### src/rtl/mac_accumulate.sv
// mac_accumulate: sums a group of LEN unsigned products into a wide
// accumulator. The group result is presented on a valid/ready port with a
// sticky overflow flag. The input stalls while a result waits to be consumed.
module mac_accumulate #(
  parameter int unsigned MAC_MULT_WIDTH = 16,
  parameter int unsigned MAC_ACC_WIDTH  = 32,
  parameter int unsigned MAC_CNT_WIDTH  = 8
) (
  input  logic                      clk,
  input  logic                      rst,
  input  logic [MAC_MULT_WIDTH-1:0] prod,
  input  logic                      prod_valid,
  output logic                      prod_ready,
  input  logic [MAC_CNT_WIDTH-1:0]  len,
  output logic [MAC_ACC_WIDTH-1:0]  acc,
  output logic                      acc_ovf,
  output logic                      acc_valid,
  input  logic                      acc_ready
);

  typedef enum logic [1:0] {
    IDLE  = 2'd0,
    ACCUM = 2'd1,
    HOLD  = 2'd2
  } state_t;

  state_t                   state_q, state_d;
  logic [MAC_ACC_WIDTH-1:0] acc_q, acc_d;
  logic                     ovf_q, ovf_d;
  logic [MAC_CNT_WIDTH-1:0] cnt_q, cnt_d;

  logic                     accept;
  logic [MAC_CNT_WIDTH-1:0] len_eff;
  logic [MAC_ACC_WIDTH:0]   sum;

  // Handshake outputs depend only on the state register (and rst for ready).
  assign prod_ready = !rst && (state_q != HOLD);
  assign acc_valid  = (state_q == HOLD);
  assign acc        = acc_q;
  assign acc_ovf    = ovf_q;

  assign accept  = prod_valid && prod_ready;
  // A group length of zero is treated as a single-product group.
  assign len_eff = (len == '0) ? MAC_CNT_WIDTH'(1) : len;
  // Extra top bit of the sum captures the carry-out of the modulo add.
  assign sum     = {1'b0, acc_q} + {1'b0, MAC_ACC_WIDTH'(prod)};

  // Next-state and datapath update for the group sequencer.
  always_comb begin
    state_d = state_q;
    acc_d   = acc_q;
    ovf_d   = ovf_q;
    cnt_d   = cnt_q;
    unique case (state_q)
      IDLE: begin
        if (accept) begin
          acc_d   = MAC_ACC_WIDTH'(prod);
          ovf_d   = 1'b0;
          cnt_d   = len_eff - MAC_CNT_WIDTH'(1);
          state_d = (len_eff == MAC_CNT_WIDTH'(1)) ? HOLD : ACCUM;
        end
      end
      ACCUM: begin
        if (accept) begin
          acc_d = sum[MAC_ACC_WIDTH-1:0];
          ovf_d = ovf_q | sum[MAC_ACC_WIDTH];
          cnt_d = cnt_q - MAC_CNT_WIDTH'(1);
          if (cnt_q == MAC_CNT_WIDTH'(1)) begin
            state_d = HOLD;
          end
        end
      end
      HOLD: begin
        if (acc_ready) begin
          state_d = IDLE;
        end
      end
      default: begin
        state_d = IDLE;
      end
    endcase
  end

  // State and datapath registers with synchronous reset.
  always_ff @(posedge clk) begin
    if (rst) begin
      state_q <= IDLE;
      acc_q   <= '0;
      ovf_q   <= 1'b0;
      cnt_q   <= '0;
    end else begin
      state_q <= state_d;
      acc_q   <= acc_d;
      ovf_q   <= ovf_d;
      cnt_q   <= cnt_d;
    end
  end

endmodule
### config.mk
export PLATFORM = sky130hd
export DESIGN_NAME = mac_accumulate
export DESIGN_NICKNAME = d
export VERILOG_FILES = /design/src/rtl/mac_accumulate.sv
export SDC_FILE = /design/constraint.sdc
export NUM_CORES = 1
export LEC_CHECK = 0
export BUFFER_PORTS_ARGS = -buffer_cell sky130_fd_sc_hd__buf_2
export CAP_MARGIN = 20
export CORE_MARGIN = 10
export CORE_UTILIZATION = 32
export DETAILED_ROUTE_END_ITERATION = 12
export MAX_ROUTING_LAYER = met4
export PLACE_DENSITY = 0.55
export SETUP_SLACK_MARGIN = 0.1
export SLEW_MARGIN = 40
export SYNTH_ARGS = -nofsm -noshare
export SYNTH_HDL_FRONTEND = slang
export SYNTH_SLANG_ARGS = --single-unit
### constraint.sdc
create_clock -name clk -period 2.9 [get_ports clk]
set_input_delay 0 -clock clk [delete_from_list [all_inputs] [get_ports clk]]
set_output_delay 0 -clock clk [all_outputs]
set_load 0.05 [all_outputs]
==> flow_metrics.env <==
export IMPL_grt_first_pass_wirelength_um=14200
export IMPL_p_switching_uw=572
export IMPL_yosysTopAreaCellShare_pct=28.9
export IMPL_max_slew_margin_rel_pct=59.0
export IMPL_ir_drop_uv=187
export IMPL_path_class="reg -> reg"
export IMPL_hp_class="in -> reg"
export IMPL_synth_top_family_by_area="compound AO/OA/AOI/OAI gates"
export IMPL_clk_latency_ns=0.31
export IMPL_finalSetupViolCount=0
export IMPL_drt_total_wl_um=8670
export IMPL_num_vias=3089
export IMPL_async_flop_share_pct=0
export IMPL_drc_errors=0
export IMPL_synth_cells=396
export IMPL_path_max_fanout=9
export IMPL_period_share_pct=88.7
export IMPL_grt_remaining_overflow=0
export IMPL_clock_skew_ns=0.00980
export IMPL_netlist_top_cells_area="dfxtp_1 (29%), ha_1 (8.4%), nand2_1 (6.0%)"
export IMPL_yosys_warnings=0
export IMPL_area_delta_synth_final_pct=19.3
export IMPL_numCtsBuffers=5
export IMPL_track_usage_pct=13.0
export IMPL_grt_max_degree=32
export IMPL_start_kind="flip-flop"
export IMPL_slew_viol_final=0
export IMPL_finalNetCount=507
export IMPL_pwr_share_seq_pct=39.8
export IMPL_num_fill_cells=958
export IMPL_switching_share_pct=35.2
export IMPL_antennaDiodeCount=0
export IMPL_final_cells=570
export IMPL_drive_above_1_share_pct=19.2
export IMPL_h_tree_depth=2
export IMPL_antenna_left=0
export IMPL_max_clock_freq_mhz=389
export IMPL_synth_edf_count=0
export IMPL_dp_slack_ns=0.331
export IMPL_muxShareOfSynthArea_pct=0.336
export IMPL_syn_area_per_cell_um2=7.53
export IMPL_port_buffers=62
export IMPL_dp_cells=560
export IMPL_synth_nets=445
export IMPL_antenna_found_initial=0
export IMPL_cts_setup_buffers=0
export IMPL_clkPwrFrac_pct=30.1
export IMPL_num_rows=35
export IMPL_p_leak_uw=0.00148
export IMPL_dr_first_iter_drc_count=171
export IMPL_gp_routability_congestion=0.875
export IMPL_cp_end_kind="flip-flop"
export IMPL_grt_pass1_vias=3008
export IMPL_synthAdderAreaFrac_pct=9.06
export IMPL_holdWs_ns=0.00466
export IMPL_yosysTopAreaCell="dfxtp_1"
export IMPL_fp_dieH_um=117
export IMPL_ys_ff_latch=43
export IMPL_fin_ws_ns=0.328
export IMPL_finalPower_uw=1630
export IMPL_clock_sinks=43
export IMPL_syn_area_um2=2980
export IMPL_dp_hpwl_um=6490
export IMPL_drt_pre_antenna_iters=4
export IMPL_start_util_pct=32.6
export IMPL_synth_cell_types=54
export IMPL_synth_compound_area_share_pct=27.1
export IMPL_tritoncts="yes"
export IMPL_clockBufferDepth=2
export IMPL_multi_input_area_um2=2020
export IMPL_fp_coreArea_um2=9150
export IMPL_internal_power_uw=1050
export IMPL_combPwrFrac_pct=30.2
export IMPL_arrival_ns=2.83
export IMPL_dieWidth_um=117
export IMPL_layout_min_cycle_time_ns=2.57
export IMPL_pin_count=63
export IMPL_cts_root_buf="clkbuf_8"
export IMPL_viasPerCell=5.42
export IMPL_status="finished clean"
export IMPL_cap_viol_max_count=0
export IMPL_synth_main_ff_cell="dfxtp_1"
export IMPL_worst_slew_pin_slew_ns=0.615
export IMPL_rsz0062_at_grt="false"
export IMPL_wl_per_cell_um=15.2
export IMPL_power_density_nw_per_um2=457
export IMPL_cts_resized_gates=0
export IMPL_hold_viol_final=0
export IMPL_finalSetupTns_ns=0
export IMPL_synth_simple_gate_area_share_pct=26.3
export IMPL_seq_area_frac_synth_pct=28.9
export IMPL_regArea_um2=862
export IMPL_synth_xor_area_share_pct=4.99
export IMPL_clkTransAtPathRegs_ns=0.10
export IMPL_crit_required_ns=3.16
export IMPL_dieArea_um2=13600
[worst paths after layout]
kind	start	to	slack, ns	depth (start not counted)
hold reg to reg	acc[2]	acc[2]	0.48	2
setup / recovery	acc[0]	acc[24]	0.33	9
hold / removal	prod[1]	acc[1]	0.005	3
setup reg to reg	acc[0]	acc[24]	0.33	9
[placed cells by master, fill, tap and decap left out, types with 3 or more instances in the layout]
cell,instances
nor2b_1,3
a31oi_1,5
xnor2_1,11
and2_1,3
a211oi_1,11
a21oi_1,35
nor2_1,37
buf_2,62
a21o_1,5
xor2_1,6
clkbuf_8,5
nor4_1,4
o211ai_1,7
ha_1,20
nand4_1,8
inv_1,8
nor3_1,13
dfxtp_1,42
nand2b_1,3
buf_4,8
o21ai_0,33
and3_1,7
nand3_1,14
nand2_1,48
a221oi_1,6
or3_1,9
or4_1,4
[power by group through the flow]
stage	combinational [uW]	clock, uW	sequential, uW
finish	491	489	646
global route	549	525	651
CTS	494	507	647
detailed placement	489	0	660
global placement	485	0	659
floorplan	296	0	721
[critical path, cell delays in order (launching register included)]
cell and delay [ns]:
dfxtp_2 0.34, ha_1 0.20, fa_1 0.25, a21oi_2 0.08
nor3b_2 0.23, o21bai_2 0.13, a211o_1 0.39, o211a_1 0.35
or4_1 0.49, nand2_1 0.07
[state kept, by name, indices dropped and copies added, names as in the netlist]
signal / cells
state_q: 2
cnt_q: 8
acc_ovf: 1
acc: 32
[layer usage]
metal,vias to the layer above,wire [um],GRT usage [%]
met5,-,0,-
met4,0,91,3.25
met3,5,308,1.75
met2,59,4210,22.2
met1,1433,4060,15.8
li1,1592,-,-
[metrics by stage]
| stage | instance area [um^2] | utilization (%) |
|---|---|---|
| 2_1_floorplan | 2980 | - |
| 3_3_place_gp | 3420 | 37.4 |
| 3_5_place_dp | 3420 | 37.4 |
| 4_1_cts | 3560 | 38.9 |
| 5_1_grt | 3560 | 38.9 |
| 6_report | 3560 | 38.9 |
[kinds of logic after synthesis]
| group | Yosys count |
|---|---|
| flip-flops | 43 |
| buffers and inverters | 25 |
| XOR/XNOR | 17 |
| adder cells (fa/ha/maj) | 21 |
| AND/OR/NAND/NOR | 162 |
| multiplexers | 1 |
| AO/OA/AOI/OAI | 127 |
[cells in the mapped netlist (all sizes together) (2+ instances only)]
cell    number
or2          2
a31oi        5
nand3b       2
a221oi       6
ha          20
a21oi       36
o41ai        2
nor2b        4
nor4         4
or3          9
and2         3
and3         7
xor2         6
a22oi        2
dfxtp       43
nand2b       3
o31ai        2
nand3       14
a211oi      11
o21a         2
nand2       49
a21o         5
clkbuf      15
a21boi       2
o211ai       7
nor3        13
nand4        8
o22ai        2
xnor2       11
nor2        37
o21ai       34
nor3b        2
or4          4
a311oi       3
inv          8
buf          2
[final cells by class]
cell class | instances | area share (%)
multi-input cells | 328 | 56.9
clock inverters | 3 | 1.23
repair buffers | 72 | 11.0
clock buffers | 5 | 1.94
inverters | 8 | 0.844
flip-flops and latches | 43 | 24.2
well taps | 111 | 3.91
[timing repair]
| action | in CTS | in global routing |
|---|---|---|
| hold endpoints to repair | 2 | 0 |
| hold buffers | 2 | 0 |
| endpoints found under the setup margin | 0 | 0 |
(Power assumes the default switching activity.)
